`config.mk`:
```
export PLATFORM = sky130hd
export DESIGN_NAME = ps2_keys
export DESIGN_NICKNAME = d
export VERILOG_FILES = /design/src/rtl/ps2_pkg.sv /design/src/rtl/ps2_rx.sv /design/src/rtl/ps2_keys.sv
export SDC_FILE = /design/constraint.sdc
export NUM_CORES = 1
export LEC_CHECK = 0
export BUFFER_PORTS_ARGS = -buffer_cell sky130_fd_sc_hd__buf_4
export CORE_MARGIN = 8
export CORE_UTILIZATION = 30
export CTS_BUF_LIST = sky130_fd_sc_hd__clkbuf_8
export DETAILED_ROUTE_END_ITERATION = 7
export PLACE_DENSITY = 0.51
export SKIP_LAST_GASP = 1
export SLEW_MARGIN = 20
export SYNTH_ARGS = -nofsm -noshare
export SYNTH_HDL_FRONTEND = slang
export SYNTH_SLANG_ARGS = --single-unit
```
`constraint.sdc`:
```
create_clock -name clk -period 3.6 [get_ports clk]
set_clock_uncertainty 0.05 [all_clocks]
set_input_delay 0.72 -clock clk [delete_from_list [all_inputs] [get_ports clk]]
set_output_delay 0.72 -clock clk [all_outputs]
set_load 0.01 [all_outputs]
```
`src/rtl/ps2_pkg.sv`:
```
// Shared constants for the PS/2 keyboard receiver: scan codes, key-bit indices,
// receiver FSM encoding and the frame parity helper.
package ps2_pkg;

  localparam logic [7:0] SC_EXT   = 8'hE0;
  localparam logic [7:0] SC_BRK   = 8'hF0;
  localparam logic [7:0] SC_LEFT  = 8'h6B;
  localparam logic [7:0] SC_RIGHT = 8'h74;
  localparam logic [7:0] SC_JUMP  = 8'h12;
  localparam logic [7:0] SC_SHOOT = 8'h1A;

  localparam logic [1:0] K_LEFT  = 2'd0;
  localparam logic [1:0] K_RIGHT = 2'd1;
  localparam logic [1:0] K_JUMP  = 2'd2;
  localparam logic [1:0] K_SHOOT = 2'd3;

  typedef enum logic [1:0] {
    ST_IDLE   = 2'd0,
    ST_DATA   = 2'd1,
    ST_PARITY = 2'd2,
    ST_STOP   = 2'd3
  } rx_state_t;

  // PS/2 uses odd parity over the 8 data bits plus the parity bit.
  function automatic logic odd_parity_ok(input logic [7:0] data, input logic par);
    return ^{data, par};
  endfunction

endpackage

```
`src/rtl/ps2_rx.sv`:
```
// PS/2 frame receiver: pin synchronizers, clock glitch filter, falling-edge
// strobe, 11-bit frame FSM with mid-frame timeout.
module ps2_rx
  import ps2_pkg::*;
#(
  parameter int FILT_LEN    = 4,
  parameter int TIMEOUT_CYC = 50000
) (
  input  logic       clk,
  input  logic       rst,
  input  logic       ps2_clk,
  input  logic       ps2_data,
  output logic       byte_valid,
  output logic [7:0] byte_data,
  output logic       frame_err
);

  localparam int FW = (FILT_LEN < 2) ? 1 : $clog2(FILT_LEN);
  localparam logic [FW-1:0] FILT_MAX = FW'(FILT_LEN - 1);
  localparam logic [15:0]   TMO_MAX  = 16'(TIMEOUT_CYC);

  logic          r_clk_s1, r_clk_s2, r_dat_s1, r_dat_s2;
  logic          r_filt, r_filt_d;
  logic [FW-1:0] r_filt_cnt;
  rx_state_t     r_state, w_state_nxt;
  logic [7:0]    r_shift;
  logic [2:0]    r_bit_cnt;
  logic          r_par;
  logic [15:0]   r_tmo_cnt;
  logic          r_byte_valid, r_frame_err;
  logic [7:0]    r_byte_data;
  logic          w_fall, w_tmo, w_valid_nxt, w_err_nxt;

  always_ff @(posedge clk or negedge rst) begin
    if (!rst) begin
      r_clk_s1 <= 1'b1;
      r_clk_s2 <= 1'b1;
      r_dat_s1 <= 1'b1;
      r_dat_s2 <= 1'b1;
    end else begin
      r_clk_s1 <= ps2_clk;
      r_clk_s2 <= r_clk_s1;
      r_dat_s1 <= ps2_data;
      r_dat_s2 <= r_dat_s1;
    end
  end

  // Level follows the synced clock only after FILT_LEN consecutive differing samples.
  always_ff @(posedge clk or negedge rst) begin
    if (!rst) begin
      r_filt     <= 1'b1;
      r_filt_d   <= 1'b1;
      r_filt_cnt <= '0;
    end else begin
      r_filt_d <= r_filt;
      if (r_clk_s2 == r_filt) begin
        r_filt_cnt <= '0;
      end else if (r_filt_cnt == FILT_MAX) begin
        r_filt     <= r_clk_s2;
        r_filt_cnt <= '0;
      end else begin
        r_filt_cnt <= r_filt_cnt + FW'(1);
      end
    end
  end

  assign w_fall = r_filt_d & ~r_filt;
  assign w_tmo  = (r_state != ST_IDLE) && (r_tmo_cnt == TMO_MAX);

  always_ff @(posedge clk or negedge rst) begin
    if (!rst) begin
      r_state <= ST_IDLE;
    end else begin
      r_state <= w_state_nxt;
    end
  end

  always_comb begin
    w_state_nxt = r_state;
    w_valid_nxt = 1'b0;
    w_err_nxt   = 1'b0;
    if (w_fall) begin
      case (r_state)
        ST_IDLE: begin
          if (!r_dat_s2) begin
            w_state_nxt = ST_DATA;
          end else begin
            w_err_nxt = 1'b1;
          end
        end
        ST_DATA: begin
          if (r_bit_cnt == 3'd7) begin
            w_state_nxt = ST_PARITY;
          end else begin
            w_state_nxt = ST_DATA;
          end
        end
        ST_PARITY: w_state_nxt = ST_STOP;
        ST_STOP: begin
          if (r_dat_s2 && odd_parity_ok(r_shift, r_par)) begin
            w_valid_nxt = 1'b1;
          end else begin
            w_err_nxt = 1'b1;
          end
          w_state_nxt = ST_IDLE;
        end
        default: w_state_nxt = ST_IDLE;
      endcase
    end else if (w_tmo) begin
      w_state_nxt = ST_IDLE;
      w_err_nxt   = 1'b1;
    end else begin
      w_state_nxt = r_state;
    end
  end

  // A fall strobe in the expiry cycle takes priority and restarts the count.
  always_ff @(posedge clk or negedge rst) begin
    if (!rst) begin
      r_tmo_cnt <= 16'd0;
    end else if (w_fall || w_tmo || (r_state == ST_IDLE)) begin
      r_tmo_cnt <= 16'd0;
    end else begin
      r_tmo_cnt <= r_tmo_cnt + 16'd1;
    end
  end

  always_ff @(posedge clk or negedge rst) begin
    if (!rst) begin
      r_shift      <= 8'h00;
      r_bit_cnt    <= 3'd0;
      r_par        <= 1'b0;
      r_byte_valid <= 1'b0;
      r_frame_err  <= 1'b0;
      r_byte_data  <= 8'h00;
    end else begin
      r_byte_valid <= w_valid_nxt;
      r_frame_err  <= w_err_nxt;
      if (w_valid_nxt) begin
        r_byte_data <= r_shift;
      end
      if (w_fall) begin
        case (r_state)
          ST_IDLE: begin
            r_shift   <= 8'h00;
            r_bit_cnt <= 3'd0;
          end
          ST_DATA: begin
            r_shift   <= {r_dat_s2, r_shift[7:1]};
            r_bit_cnt <= r_bit_cnt + 3'd1;
          end
          ST_PARITY: r_par <= r_dat_s2;
          default:   r_par <= r_par;
        endcase
      end else if (w_tmo) begin
        r_shift   <= 8'h00;
        r_bit_cnt <= 3'd0;
      end
    end
  end

  assign byte_valid = r_byte_valid;
  assign byte_data  = r_byte_data;
  assign frame_err  = r_frame_err;

endmodule

```
`src/rtl/ps2_keys.sv`:
```
// PS/2 keyboard front end: receives scan-code bytes and maintains the held-key
// vector from make/break sequences (with E0/F0 prefix tracking).
module ps2_keys
  import ps2_pkg::*;
#(
  parameter int FILT_LEN    = 4,
  parameter int TIMEOUT_CYC = 50000
) (
  input  logic       clk,
  input  logic       rst,
  input  logic       ps2_clk,
  input  logic       ps2_data,
  output logic [3:0] keys,
  output logic       byte_valid,
  output logic [7:0] byte_data,
  output logic       frame_err
);

  logic       w_byte_valid, w_frame_err;
  logic [7:0] w_byte_data;
  logic       r_ext, r_brk;
  logic [3:0] r_keys;

  ps2_rx #(
    .FILT_LEN   (FILT_LEN),
    .TIMEOUT_CYC(TIMEOUT_CYC)
  ) u_rx (
    .clk       (clk),
    .rst       (rst),
    .ps2_clk   (ps2_clk),
    .ps2_data  (ps2_data),
    .byte_valid(w_byte_valid),
    .byte_data (w_byte_data),
    .frame_err (w_frame_err)
  );

  // Prefix bytes only arm flags; any other byte consumes and clears them.
  always_ff @(posedge clk or negedge rst) begin
    if (!rst) begin
      r_ext  <= 1'b0;
      r_brk  <= 1'b0;
      r_keys <= 4'b0000;
    end else if (w_byte_valid) begin
      case (w_byte_data)
        SC_EXT: r_ext <= 1'b1;
        SC_BRK: r_brk <= 1'b1;
        default: begin
          case ({r_ext, w_byte_data})
            {1'b1, SC_LEFT}:  r_keys[K_LEFT]  <= ~r_brk;
            {1'b1, SC_RIGHT}: r_keys[K_RIGHT] <= ~r_brk;
            {1'b0, SC_JUMP}:  r_keys[K_JUMP]  <= ~r_brk;
            {1'b0, SC_SHOOT}: r_keys[K_SHOOT] <= ~r_brk;
            default:          r_keys <= r_keys;
          endcase
          r_ext <= 1'b0;
          r_brk <= 1'b0;
        end
      endcase
    end
  end

  assign keys       = r_keys;
  assign byte_valid = w_byte_valid;
  assign byte_data  = w_byte_data;
  assign frame_err  = w_frame_err;

endmodule

```
Yosys cells after proc, flatten, opt, wreduce, memory -nomap -nowiden
Index checks and enable logic that the tools add are counted.
{"block": "classes", "addsub": 3, "mux": 24, "reduce_logical": 19, "eq_ne": 15, "n_bitwise": 7}
{"cell": "equality test 9 x 5 -> 1 bit, second input constant", "count": 2}
{"cell": "equality test 9 bit, second input constant", "count": 2}
{"cell": "adder 16 x 1 -> 16 bit, second input constant", "count": 1}
{"cell": "equality test 16 bit, second input constant", "count": 1}
{"cell": "equality test 8 bit, second input constant", "count": 2}
{"cell": "2-to-1 mux 16 bit", "count": 1}
{"cell": "2-to-1 mux 8 bit", "count": 2}
{"cell": "case mux 8 bit (2 select lines)", "count": 1}
{"cell": "2-to-1 mux 2 bit", "count": 6}
{"cell": "AND reduction 2 bit", "count": 6}
{"cell": "AND reduction 3 bit", "count": 4}
{"cell": "XOR reduction 9 bit", "count": 1}
{"cell": "case mux 2 bit (4 select lines)", "count": 1}
{"cell": "2-to-1 mux 1 bit", "count": 7}
{"cell": "equality test 2 bit, second input constant", "count": 3}
{"cell": "2-to-1 mux 3 bit", "count": 2}
{"cell": "inequality test 3 bit, second input constant", "count": 2}
{"cell": "inverter 1 bit", "count": 6}
{"cell": "case mux 1 bit (2 select lines)", "count": 3}
{"cell": "case mux 3 bit (2 select lines)", "count": 1}
{"cell": "nonzero test 2 bit", "count": 2}
{"cell": "adder 3 x 1 -> 3 bit, second input constant", "count": 1}
{"cell": "equality test 3 bit, second input constant", "count": 1}
{"cell": "adder 2 x 1 -> 2 bit, second input constant", "count": 1}
{"cell": "other kinds (7)", "count": 9}
{"block": "word_totals", "in_bits": 4, "word_cells": 89, "ff_bits": 54}

Longest topological paths before layout
{"block": "logic_depth", "depth_word": 5, "ltp_mapped": 8, "mapped_depth_nobuf": 6}

By module
A second synthesis with hierarchy kept.
{"block": "hier_totals", "hier_cells": 219, "hier_area_um2": 2648.8}
{"mod": "ps2_rx", "seq_area_each_um2": 1208.7, "area_per_inst_um2": 2293.4, "n_inst": 1, "cells_each": 188}
{"mod": "ps2_keys", "seq_area_each_um2": 150.1, "area_per_inst_um2": 355.3, "n_inst": 1, "cells_each": 31}

Worst setup path after synthesis
Ideal clock, no wire load.
{"block": "synth_path", "path_type": "register to register", "startpoint": "register u_rx.r_state[0]", "endpoint": "register u_rx.r_shift[5]", "path_stages_with_launch": 8, "path_buffers": 1, "arrival_ns": 1.989, "slack_ns": 1.440, "t_required_ns": 3.429, "setup_ns": 0.121, "path_cell_list": "dfrtp_1 > inv_1 > ha_1 > or4bb_1 > nor4_4 > o21ai_1 > buf_2 > a22o_1"}
{"block": "synth_between", "elab_chain_cells": 4}
{"item": "start, declared", "line": "ps2_rx.sv:25", "text": "rx_state_t r_state, w_state_nxt;"}
{"item": "start signal, assigned", "line": "ps2_rx.sv:74", "text": "r_state <= w_state_nxt;"}
{"item": "parallel branches: the longest is 4 deep, another holds case mux 8 bit (2 select lines)"}
{"item": "end signal, assigned", "line": "ps2_rx.sv:149", "text": "r_shift <= {r_dat_s2, r_shift[7:1]};"}
{"item": "end, declared", "line": "ps2_rx.sv:26", "text": "logic [7:0] r_shift;"}
Several ways; the timed one is not identified.
A chain may end at the register's enable or synchronous reset.

Worst setup path after layout
{"block": "layout_path", "startpoint": "register u_rx.r_state[0]", "endpoint": "register u_rx.r_tmo_cnt[12]"}
{"block": "layout_between", "elab_chain_cells": 5}
{"item": "nonzero test 2 bit", "line": "ps2_rx.sv:68", "text": "assign w_tmo = (r_state != ST_IDLE) && (r_tmo_cnt == TMO_MAX);"}
{"item": "logical AND 1 bit", "line": "ps2_rx.sv:68"}
{"item": "logical OR 1 bit", "line": "ps2_rx.sv:121", "text": "end else if (w_fall || w_tmo || (r_state == ST_IDLE)) begin"}
{"item": "logical OR 1 bit (*)", "line": "ps2_rx.sv:121"}
{"item": "2-to-1 mux 16 bit (*)", "line": "ps2_rx.sv:121"}
{"item": "end signal, assigned", "line": "ps2_rx.sv:124", "text": "r_tmo_cnt <= r_tmo_cnt + 16'd1;"}
{"item": "end, declared", "line": "ps2_rx.sv:29", "text": "logic [15:0] r_tmo_cnt;"}
Mark *: on every way between the ends. The rest lies on a longest branch, timed or not.

==> qor.csv <==
stage,metric,value,unit
power_and_ir_drop,leak pwr,1.30,nW
clocking,CTS Buf Count,5,
worst_setup_path,crit-path cells,inv_1 -> ha_1 -> or4bb_1 -> nor4_4 -> or3_1 -> nor2_1,
route,Initial DRT Pass Iterations,4,
place,Final GP Congestion,0.808,
yosys,Synth Flop Type,dfrtp_1,
yosys,fraction of registers with async set or reset after synthesis,100,%
layout,final cell count without fillers,344,
clocking,Post-CTS Hold Fix Bufs,0,
timing,worst slew pin tran,0.705,ns
floorplan,Starting Density,31.1,%
timing,Max Slew Vio Count,0,
clocking,maximum clock path buffer count,2,
layout,fraction of layout cells with a size suffix above 1,18.8,%
yosys,Synth area leader,dfrtp_1,
yosys,sequential-to-total area share from yosys stat,52.9,%
global_routing,vias in the first global route,1689,
clocking,# Post-CTS Setup Buffers,0,
yosys,Syn Std Cell Area,2570,um^2
timing,"Hold Vio Cnt, Final",0,
timing,Max Freq,403,MHz
timing,period utilisation layout,69.0,%
worst_setup_path,CP startpoint,u_rx.r_state[0],
worst_setup_path,CP max-delay cell,or4bb_1,
layout,Final nets,253,
clocking,Root Buffer Master,clkbuf_8,
worst_setup_path,CP Capture Point,u_rx.r_tmo_cnt[12],
clocking,htree depth,2,
layout,post-layout util,34.9,%
global_routing,initial antenna violation count,0,
worst_setup_path,Critical Path End Type,flip-flop,
floorplan,die height,108,um
power_and_ir_drop,Pwr Total,0.00144,W
clocking,Skew-Pair Late Insertion Delay,0.30,ns
floorplan,core area,8260,um^2
route,initial drt markers,44,
yosys,cell count after synthesis,219,
route,Post-Route WL,4.71,mm
run,total of max-cap violations,0,
global_routing,GR Overflow Total,0,
worst_setup_path,R2R Path End,u_rx.r_tmo_cnt[12],
timing,post-route setup TNS,0,ns
yosys,Syn Area/Cell,11.7,um^2
timing,Tmin final,2.48,ns
place,DP Worst Slack,1.12,ns
power_and_ir_drop,Peak VDD IR,0.000192,V
floorplan,die width,108,um
global_routing,Total GRT Usage,8.69,%
route,via count,1678,
floorplan,# IOs,18,
place,DP Cell Count,337,
power_and_ir_drop,pwr dens,500,nW/um^2
worst_setup_path,R2R depth,6,
clocking,cts repair resizes,0,
worst_setup_path,Crit Reg-Reg Startpoint,u_rx.r_state[0],
timing,RSZ-0062 raised after global routing,no,
yosys,syn nets,233,
floorplan,Core Rows,33,
timing,PnR worst setup slack,1.12,ns
layout,Diodes inserted,0,
worst_setup_path,Slowest Stage Delay on Critical Path,0.56,ns
yosys,post-synthesis cell type count,43,
yosys,Post-synth EDFFs,0,
clocking,CTS sink cnt,54,
route,Routed Antenna Nets,0,
route,WL/cell,13.7,um
yosys,Syn. warnings,0,
hold_path,min-delay worst type,reg2reg,
worst_setup_path,Crit Path Max Fanout,16,
place,IO buf count,17,
clocking,"Reg clk slew, reported paths",0.09,ns
global_routing,largest net degree at the start of global routing,55,
floorplan,full die area,11800,um^2
worst_setup_path,Critical Path RT,3.72,ns
place,detailed placer's ending HPWL,3.31,mm
clocking,CTS tree,yes,
yosys,share of the synthesized area in the top cell type,46.8,%
timing,"Setup violations, final",0,
worst_setup_path,CP arrival,2.60,ns
layout,P&R area growth vs syn,12.2,%
route,# DRC,0,
global_routing,first-pass GRT wire length,8.29,mm
status,status,"complete, no violations",
route,Via density,4.88,
worst_setup_path,Setup Crit Path Kind,reg2reg,
worst_setup_path,crit start category,flip-flop,
timing,Slew HR,52.7,%
yosys,synth top area cells,"dfrtp_1 47%, dfstp_2 6.1%, ha_1 4.9%",
yosys,register bit total from synthesis,54,
worst_setup_path,Reg2Reg Setup Slack,1.12,ns
-- worst max-delay path: cells and delay by family (launching register included) --
| kind | cells | cell delay (ns) |
|---|---|---|
| fa+ha+maj | 1 | 0.27 |
| buf+inv | 1 | 0.13 |
| flops | 1 | 0.43 |
| simple gates | 4 | 1.46 |
-- cells in the mapped netlist, drive strengths merged (2+ instances only) --
master and n:
dfrtp 48, nor2 18, inv 15, a22o 11, mux2 11, xnor2 11, ha 10, a21oi 8
nand2 8, nand4 7, o21ai 7, dfstp 6, xor2 6, nor4 5, or3 5, nand3 4
nor2b 4, nor3 4, buf 3, or4b 3, and3 2, and4 2, mux2i 2, nand2b 2
nand4b 2, o31ai 2, o41ai 2, xnor3 2
-- through the flow --
stage / cell area (um^2) / hold WS (ns)
after floorplan: 2570 / 0.295
after global placement: 2800 / 0.296
after detailed placement: 2800 / 0.299
after CTS: 2880 / 0.313
after global routing: 2880 / 0.319
final: 2880 / 0.311
-- layout by cell type (no fill, tap or decap), types with 8 or more instances in the layout --
master and instances:
mux2_2 11, buf_4 17, ha_1 10, xnor2_1 11, nor2_1 18, inv_1 15, a21oi_1 8, a22o_1 11
dfrtp_1 48, nand2_1 8
-- kinds of logic after synthesis --
group                    Yosys count  share of synthesized area, %
AO/OA/AOI/OAI                     34                          9.22
XOR/XNOR                          19                          7.56
adder cells (fa/ha/maj)           10                          4.88
buffers and inverters             19                          3.17
flip-flops                        54                          52.9
multiplexers                      13                          6.09
AND/OR/NAND/NOR                   70                          16.1
-- power breakdown --
group	switching (W)	leakage [nW]	internal (W)
logic	0.000194	0.528	0.000163
registers	0.0000761	0.725	0.000688
clock network	0.000188	0.0438	0.000131
total	0.000458	1.30	0.000982
-- final cells by class --
class / instances / area, um^2
clock buffers: 5 / 68.8
fillers: 850 / 5380
clock inverters: 2 / 10.0
multi-input cells: 146 / 1130
inverters: 15 / 56.3
flip-flops and latches: 54 / 1360
repair buffers: 17 / 128
well taps: 105 / 131
-- flip-flops by register name (all words and copies together) (netlist names) --
register,count
keys,4
u_rx.byte_data,8
u_rx.r_state,2
u_rx.r_clk_s1,1
u_rx.byte_valid,1
u_rx.r_bit_cnt,3
u_rx.r_par,1
u_rx.r_dat_s1,1
u_rx.r_shift,8
u_rx.r_filt,1
u_rx.r_filt_cnt,2
r_ext,1
u_rx.r_clk_s2,1
u_rx.r_tmo_cnt,16
r_brk,1
u_rx.frame_err,1
u_rx.r_dat_s2,1
u_rx.r_filt_d,1
-- per-layer routing --
metal / up-vias / GRT usage, % / routed length (um)
met5: - / 0 / 0
met4: 0 / 2.74 / 52
met3: 4 / 2.68 / 278
met2: 32 / 13.3 / 2040
met1: 815 / 11.5 / 2340
li1: 827 / - / -
-- how the worst min path moves through the flow --
stage,depth (start not counted),to,startpoint
after floorplan,0,u_rx.r_clk_s2,u_rx.r_clk_s1
after global placement,0,u_rx.r_dat_s2,u_rx.r_dat_s1
after detailed placement,0,u_rx.r_clk_s2,u_rx.r_clk_s1
after CTS,0,u_rx.r_clk_s2,u_rx.r_clk_s1
after global routing,0,u_rx.r_dat_s2,u_rx.r_dat_s1
final,0,u_rx.r_clk_s2,u_rx.r_clk_s1
(Power assumes the default switching activity.)
